==> src/rtl/pc_fetch_if.sv <==
// SRAM-like instruction bus between the fetch stage (master) and instruction memory (slave).
// One request is outstanding at a time: the address phase ends with inst_addr_ok, the data phase with inst_data_ok.
interface pc_fetch_if;
   logic        inst_req;
   logic [31:0] inst_addr;
   logic        inst_addr_ok;
   logic        inst_data_ok;
   logic [31:0] inst_rdata;

   modport master (
      output inst_req, inst_addr,
      input  inst_addr_ok, inst_data_ok, inst_rdata
   );

   modport slave (
      input  inst_req, inst_addr,
      output inst_addr_ok, inst_data_ok, inst_rdata
   );
endinterface

==> src/rtl/pc_fetch.sv <==
// Instruction-fetch stage: owns the PC, fetches one instruction per request, handles flush/branch redirects.
// Optional fetch-address-error detection is enabled by defining IF_ADEL_CHECK_EN.
module pc_fetch #(
   parameter logic [31:0] RESET_PC = 32'hBFC00000
) (
   input  logic              clk,
   input  logic              rst,
   input  logic [5:0]        stall,
   input  logic              flush,
   input  logic [31:0]       new_pc,
   input  logic              branch_flag_i,
   input  logic [31:0]       branch_target_address_i,
   pc_fetch_if.master        bus,
   output logic [31:0]       if_pc,
   output logic [31:0]       if_inst,
   output logic              if_adel,
   output logic              stallreq_if
);

   typedef enum logic [2:0] {BOOT, REQ, WAIT, DISCARD, DONE} state_t;

   state_t      state;
   state_t      state_next;
   logic [31:0] pc;
   logic [31:0] pc_next;
   logic [31:0] pend_pc;
   logic        pend_valid;
   logic        misaligned;
   logic        accepted;
   logic        branch_take;
   logic        done_advance;
   logic        unused_stall;

`ifdef IF_ADEL_CHECK_EN
   assign misaligned = (pc[1:0] != 2'b00);
`else
   assign misaligned = 1'b0;
`endif

   assign bus.inst_req   = (state == REQ) && !misaligned;
   assign bus.inst_addr  = pc;
   assign accepted       = bus.inst_req && bus.inst_addr_ok;
   assign branch_take    = branch_flag_i && !stall[2];
   assign done_advance   = (state == DONE) && !flush && !stall[0];
   assign unused_stall   = ^{stall[5:3], stall[1]};

   always_ff @(posedge clk) begin
      if (rst) begin
         state <= BOOT;
      end else begin
         state <= state_next;
      end
   end

   // flush outranks every transition; a flush that coincides with an accepted address must still swallow its data
   always_comb begin
      state_next  = state;
      stallreq_if = 1'b1;
      case (state)
         BOOT: state_next = REQ;
         REQ: begin
            if (flush) begin
               state_next = accepted ? DISCARD : REQ;
            end else if (misaligned) begin
               state_next = DONE;
            end else if (accepted) begin
               state_next = WAIT;
            end
         end
         WAIT: begin
            if (flush) begin
               state_next = bus.inst_data_ok ? REQ : DISCARD;
            end else if (bus.inst_data_ok) begin
               state_next = DONE;
            end
         end
         DISCARD: begin
            if (bus.inst_data_ok) begin
               state_next = REQ;
            end
         end
         DONE: begin
            stallreq_if = 1'b0;
            if (flush || !stall[0]) begin
               state_next = REQ;
            end
         end
         default: state_next = BOOT;
      endcase
   end

   always_comb begin
      pc_next = pc + 32'd4;
      if (branch_take) begin
         pc_next = branch_target_address_i;
      end else if (pend_valid) begin
         pc_next = pend_pc;
      end
   end

   // A taken branch seen outside DONE-advance is remembered so it applies after the delay slot is fetched
   always_ff @(posedge clk) begin
      if (rst) begin
         pc         <= RESET_PC;
         pend_valid <= 1'b0;
         pend_pc    <= 32'h0;
         if_pc      <= 32'h0;
         if_inst    <= 32'h0;
      end else if (flush) begin
         pc         <= new_pc;
         pend_valid <= 1'b0;
         if (state == DONE) begin
            if_pc   <= 32'h0;
            if_inst <= 32'h0;
         end
      end else begin
         if (done_advance) begin
            pc         <= pc_next;
            pend_valid <= 1'b0;
         end else if (branch_take) begin
            pend_valid <= 1'b1;
            pend_pc    <= branch_target_address_i;
         end
         if ((state == WAIT) && bus.inst_data_ok) begin
            if_pc   <= pc;
            if_inst <= bus.inst_rdata;
         end else if ((state == REQ) && misaligned) begin
            if_pc   <= pc;
            if_inst <= 32'h0;
         end
      end
   end

`ifdef IF_ADEL_CHECK_EN
   logic adel_q;

   always_ff @(posedge clk) begin
      if (rst) begin
         adel_q <= 1'b0;
      end else if ((state == REQ) && !flush && misaligned) begin
         adel_q <= 1'b1;
      end else if ((state == DONE) && (state_next != DONE)) begin
         adel_q <= 1'b0;
      end
   end

   assign if_adel = adel_q;
`else
   assign if_adel = 1'b0;
`endif

endmodule

==> src/flat_wrapper.sv <==
// flat-port wrapper written by rule: the top's interface ports become plain ports
module pc_fetch_flat 
#(
   parameter logic [31:0] RESET_PC = 32'hBFC00000
)
  (clk, rst, stall, flush, new_pc, branch_flag_i, branch_target_address_i, if_pc, if_inst, if_adel, stallreq_if, bus_inst_req, bus_inst_addr, bus_inst_addr_ok, bus_inst_data_ok, bus_inst_rdata);
  pc_fetch_if bus_i ();
  input  logic clk;
  input  logic rst;
  input  logic [5:0] stall;
  input  logic flush;
  input  logic [31:0] new_pc;
  input  logic branch_flag_i;
  input  logic [31:0] branch_target_address_i;
  output logic [31:0] if_pc;
  output logic [31:0] if_inst;
  output logic if_adel;
  output logic stallreq_if;
  output wire logic [$bits(bus_i.inst_req)-1:0] bus_inst_req;
  output wire logic [$bits(bus_i.inst_addr)-1:0] bus_inst_addr;
  input wire logic [$bits(bus_i.inst_addr_ok)-1:0] bus_inst_addr_ok;
  input wire logic [$bits(bus_i.inst_data_ok)-1:0] bus_inst_data_ok;
  input wire logic [$bits(bus_i.inst_rdata)-1:0] bus_inst_rdata;
  assign bus_inst_req = bus_i.inst_req;
  assign bus_inst_addr = bus_i.inst_addr;
  assign bus_i.inst_addr_ok = bus_inst_addr_ok;
  assign bus_i.inst_data_ok = bus_inst_data_ok;
  assign bus_i.inst_rdata = bus_inst_rdata;
  pc_fetch #(.RESET_PC(RESET_PC)) u_core (.clk(clk), .rst(rst), .stall(stall), .flush(flush), .new_pc(new_pc), .branch_flag_i(branch_flag_i), .branch_target_address_i(branch_target_address_i), .bus(bus_i), .if_pc(if_pc), .if_inst(if_inst), .if_adel(if_adel), .stallreq_if(stallreq_if));
endmodule
==> config.mk <==
export PLATFORM = sky130hd
export DESIGN_NAME = pc_fetch_flat
export DESIGN_NICKNAME = d
export VERILOG_FILES = /design/src/rtl/pc_fetch_if.sv /design/src/rtl/pc_fetch.sv /design/src/flat_wrapper.sv
export SDC_FILE = /design/constraint.sdc
export NUM_CORES = 1
export LEC_CHECK = 0
export CORE_AREA = 5 5 118 147
export DETAILED_ROUTE_END_ITERATION = 8
export DIE_AREA = 0 0 123 152
export HOLD_SLACK_MARGIN = 0.12
export PLACE_DENSITY = 0.81
export SETUP_SLACK_MARGIN = 0.1
export SKIP_CTS_REPAIR_TIMING = 1
export SLEW_MARGIN = 20
export SYNTH_ARGS = -nofsm -noshare
export SYNTH_HDL_FRONTEND = slang
export SYNTH_SLANG_ARGS = --single-unit
==> constraint.sdc <==
create_clock -name clk -period 5.15 [get_ports clk]
set_input_delay 1.03 -clock clk [delete_from_list [all_inputs] [get_ports clk]]
set_output_delay 1.03 -clock clk [all_outputs]
set_load 0.01 [all_outputs]
-- Yosys cells after proc, flatten, opt, wreduce, memory -nomap -nowiden
Cells that the tools add are included.
- input bits: 108
- word-level logic and storage cells: 53
- flip-flop bits (word level): 132
- bitwise logic cells: 2
- mux-type cells: 19
- add/subtract/negate cells: 1
- equal/unequal tests: 9
- reduce and logical (&&, ||, !) cells: 16
- operators by type and width (kind ; count):
    32-bit 2-to-1 mux ; 9
    32-bit by 3-bit adder with 32-bit output (second input constant) ; 1
    3-bit 2-to-1 mux ; 6
    3-bit case mux with 5 select lines ; 1
    3-bit by 2-bit == test with 1-bit output (second input constant) ; 2
    3-bit inequality test (second input constant) ; 2
    1-bit logical AND ; 5
    2-bit 2-to-1 mux ; 2
    2-bit by 1-bit inequality test with 1-bit output (second input constant) ; 2
    4-bit AND reduction ; 1
    2-bit nonzero test ; 2
    3-bit by 1-bit == test with 1-bit output (second input constant) ; 1
    3-bit == test (second input constant) ; 1
    1-bit logical NOT ; 3
    3-bit logical NOT ; 1
    3-bit AND reduction ; 1
    3-bit OR reduction ; 1
    2-bit inequality test (second input constant) ; 1
    1-bit inverter ; 2
    2-bit AND reduction ; 1
    1-bit logical OR ; 1
    1-bit 2-to-1 mux ; 1

-- Logic depth before layout (Yosys ltp)
- depth after elaboration: 5
- mapped depth: 7
- depth with buffers taken out: 6

-- Worst setup path after synthesis
No wires, ideal clock.
- kind: input port to flip-flop
- start point: input port stall[0]
- end point: register u_core.pc[11], in the netlist u_core.bus.inst_addr[11]
- buffers on the path: 2
- stages on the path: 7
- required time: 5.080 ns
- path slack: 2.789 ns
- arrival: 2.291 ns
- cell sequence: or4b_1 -> buf_2 -> nor2_1 -> buf_2 -> a21oi_1 -> a41o_1 -> a21oi_1
- cells in the longest elaborated chain, start to end: 3
- RTL lines (item ; RTL line ; RTL):
    from (decl) ; flat_wrapper.sv:10 ; input logic [5:0] stall;
    1-bit logical NOT ; pc_fetch.sv:44 ; assign done_advance = (state == DONE) && !flush && !stall[0];
    1-bit logical AND ; pc_fetch.sv:44 ;
    2-bit nonzero test (no line) ; - ;
    to (signal assigned) ; pc_fetch.sv:110 ; pc <= new_pc;
    to (signal assigned) ; pc_fetch.sv:118 ; pc <= pc_next;
    to (decl) ; pc_fetch.sv:24 ; logic [31:0] pc;
Every way passes these cells.
A chain may end at the register's enable or synchronous reset.

-- Final worst setup path
- start point: input port stall[0]
- end point: register u_core.pend_pc[0]
- cells in the longest elaborated chain, start to end: 4
- RTL lines (item ; RTL line ; RTL):
    1-bit logical NOT ; pc_fetch.sv:44 ;
    1-bit logical AND ; pc_fetch.sv:44 ;
    1-bit inverter (no line) ; - ;
    3-bit AND reduction (no line) ; - ;
    to (signal assigned) ; pc_fetch.sv:122 ; pend_pc <= branch_target_address_i;
    to (decl) ; pc_fetch.sv:26 ; logic [31:0] pend_pc;
Every way passes these cells.

==> flow_metrics.py <==
metrics = {
    "outcome": {
        "status": "finished clean",
    },
    "synthesis": {
        "seq_area_frac_synth_pct": 42.8,
        "ys_types": 64,
        "async_reset_ff_share_pct": 0,
        "avgSynthCellArea_um2": 7.94,
        "postSynthNetCount": 887,
        "syn_area_um2": 6180,
        "yosys_warnings": 0,
        "synthCells": 778,
        "synth_flop_cell": "dfxtp_1",
        "synth_seq_cells": 132,
        "synth_edf_count": 0,
    },
    "setup_path": {
        "cp-end-kind": "flip-flop",
        "crit_fanout": 23,
        "critPathMaxStageDelay_ps": 550,
        "crit_required_ps": 5490,
        "rr_worst_depth": 6,
        "crit_start": "stall[0]",
        "startpoint_type": "input pin",
        "endpoint": "u_core.pend_pc[0]",
        "r2r_slack_ps": 2600,
        "crit_chain": "clkdlybuf4s50_1 -> or4b_1 -> nand2_1 -> nor2_2 -> buf_4 -> nand2_1 -> a21oi_1",
        "crit_slowest_cell": "clkdlybuf4s50_1",
        "arrival_ps": 3530,
        "critPathKind": "input pin to flip-flop",
        "reg2reg_to": "u_core.pend_pc[0]",
        "r2r-start": "u_core.state[1]",
        "crit_top_cell": "nand2_1",
    },
    "die": {
        "dieArea_um2": 18700,
        "core_area_um2": 15900,
        "die_w_um": 123,
        "start_util_pct": 38.8,
        "io-pin-count": 207,
        "die_y_um": 152,
        "num_rows": 52,
    },
    "detailed_routing": {
        "wl_per_cell_um": 18.5,
        "drtAntennaViolNets": 0,
        "drcViolationCount": 0,
        "vias": 6620,
        "dr.pass1.iters": 5,
        "viasPerCell": 5.67,
        "wl_um": 21600,
        "drtIter0Drc": 579,
    },
    "power_and_ir_drop": {
        "pwr-share-clk_pct": 45.6,
        "leakage_nw": 3.13,
        "p_int_mw": 1.99,
        "p_sw_share_pct": 23.9,
        "combinationalPowerShare_pct": 12.3,
        "seq_power_share_pct": 42.1,
        "p_total_mw": 2.61,
        "switching_power_uw": 622,
        "p_per_area_nw_per_um2": 294,
        "vdd_ir_drop_max_mv": 0.202,
    },
    "global_route": {
        "grt_max_degree": 81,
        "use_met2_pct": 38.1,
        "grt.total_usage_pct": 23.0,
        "gr-usage-met3_pct": 8.22,
        "grt_pass1_vias": 6444,
        "grt_busiest_layer": "met2",
        "grt_antenna_before_repair": 1,
        "grt_overflow": 0,
        "use_met1_pct": 26.3,
        "grt_first_pass_wirelength_um": 33900,
    },
    "final_layout": {
        "multi_input_area_um2": 3220,
        "drive_above_1_share_pct": 5.88,
        "antenna_cells": 0,
        "stdcell_area_um2": 8880,
        "area_delta_synth_final_pct": 43.6,
        "fillers": 1424,
        "nets": 1052,
        "final_cell_mix": "clkdlybuf4s50_1, dfxtp_1, nor2_1",
        "final_common_cell": "clkdlybuf4s50_1",
        "ff_latch_area_um2": 2640,
    },
    "placed_design": {
        "port_buffers": 201,
        "pre_cts_ws_ps": 1490,
        "gp_congestion": 0.844,
        "dp.final_hpwl_um": 14600,
        "dpl_cell_area_um2": 8300,
    },
    "min_path": {
        "min_path_type": "flip-flop to flip-flop",
    },
    "clock_network": {
        "tritoncts": "done",
        "cts_buffer_depth": 2,
        "clkTransAtPathRegs_ps": 50,
        "cts.root.buffer_cell": "clkbuf_16",
        "numCtsBuffers": 17,
        "cts_sinks": 132,
        "cts_max_level": 4,
        "clk_latency_ps": 420,
    },
    "timing": {
        "slew_viol_final": 0,
        "finalWorstPathRequiredPeriod_ps": 3190,
        "slew_headroom_pct": 34.1,
        "rsz0062_at_grt": "no",
        "finClkSkew_ps": 12.1,
        "finalSetupViolCount": 0,
        "fmax_mhz": 313,
        "finalCritPeriodShare_pct": 62.0,
        "hold_violations": 0,
        "setup_tns_ps": 0,
        "worst_pin_slew_ps": 988,
        "setup_ws_ps": 1960,
    },
    "flow_run": {
        "drv_cap": 0,
    },
}
sequential cells by signal, summed over array words and instances, names as in the netlist:
register and cells:
u_core.if_pc 32, u_core.if_inst 32, u_core.pend_valid 1, u_core.bus.inst_addr 32, u_core.state 3, u_core.pend_pc 32
power by group through the flow:
stage               sequential, mW  combinational (mW)  clock, mW
finish                        1.10               0.320       1.19
global route                  1.10               0.347       1.25
CTS                           1.10               0.320       1.21
detailed placement            1.12               0.318          0
global placement              1.12               0.314          0
floorplan                     1.11               0.143          0
final cells by class:
type | instances | share of cell area, %
Multi-Input combinational cell | 561 | 36.3
Clock inverter | 4 | 0.817
Sequential cell | 132 | 29.8
Timing Repair Buffer | 215 | 23.8
Tap cell | 216 | 3.04
Inverter | 16 | 0.677
Clock buffer | 24 | 5.65
metal layers:
| layer | up-vias | wire (µm) |
|---|---|---|
| li1 | 3138 | - |
| met5 | - | 11 |
| met3 | 53 | 1910 |
| met1 | 3119 | 8280 |
| met2 | 308 | 10600 |
| met4 | 2 | 720 |
worst max-delay path, delay by kind of cell:
| family | cells | cell delay, ps |
|---|---|---|
| AND/OR/NAND/NOR | 4 | 1400 |
| buffers and inverters | 2 | 930 |
| AO/OA/AOI/OAI | 1 | 150 |
cell usage after synthesis (8+ instances only):
| library cell | count | area share [%] |
|---|---|---|
| o21ai_0 | 20 | 1.6 |
| clkbuf_1 | 47 | 2.9 |
| a21oi_1 | 63 | 5.1 |
| dfxtp_1 | 132 | 43 |
| mux2i_1 | 9 | 1.5 |
| inv_1 | 16 | 0.97 |
| and3_1 | 8 | 0.81 |
| a31oi_1 | 9 | 0.91 |
| nand2_1 | 104 | 6.3 |
| nand2b_1 | 10 | 1.0 |
| buf_2 | 12 | 0.97 |
| nor2_1 | 107 | 6.5 |
| a22oi_1 | 66 | 8.0 |
| nand3_1 | 28 | 2.3 |
| nor3_1 | 14 | 1.1 |
| nand4_1 | 13 | 1.3 |
| buf_1 | 9 | 0.55 |
cell families (layout without fill, tap and decap cells):
kind of cell    count (synthesis)  count (layout)  synth area share [%]
simple gates                  320             320                  24.1
compound gates                222             222                  24.8
flops                         132             132                  42.8
buf+inv                        85             259                  5.47
mux                            10              10                  1.64
xor+xnor                        7               7                 0.992
fa+ha+maj                       1               1                 0.202
other cells                     1               1                0.0607
through the flow:
step	hold WS, ps	util [%]	cells
final	449	55.7	1168
after global routing	468	55.7	1168
after detailed placement	441	52.1	1140
after global placement	436	52.1	1140
after CTS	449	55.7	1168
after floorplan	431	-	778
how the worst min path moves through the flow:
stage / start / end / slack [ps] / cells past startpoint
after floorplan: u_core.pend_pc[29] / u_core.pend_pc[29] / 430 / 2
after global placement: u_core.pend_pc[8] / u_core.pend_pc[8] / 440 / 2
after detailed placement: u_core.pend_pc[8] / u_core.pend_pc[8] / 440 / 2
after CTS: u_core.pend_pc[8] / u_core.pend_pc[8] / 450 / 2
after global routing: u_core.pend_pc[25] / u_core.pend_pc[25] / 470 / 2
final: u_core.pend_pc[29] / u_core.pend_pc[29] / 450 / 2
Power figures use the tool's default switching activity.
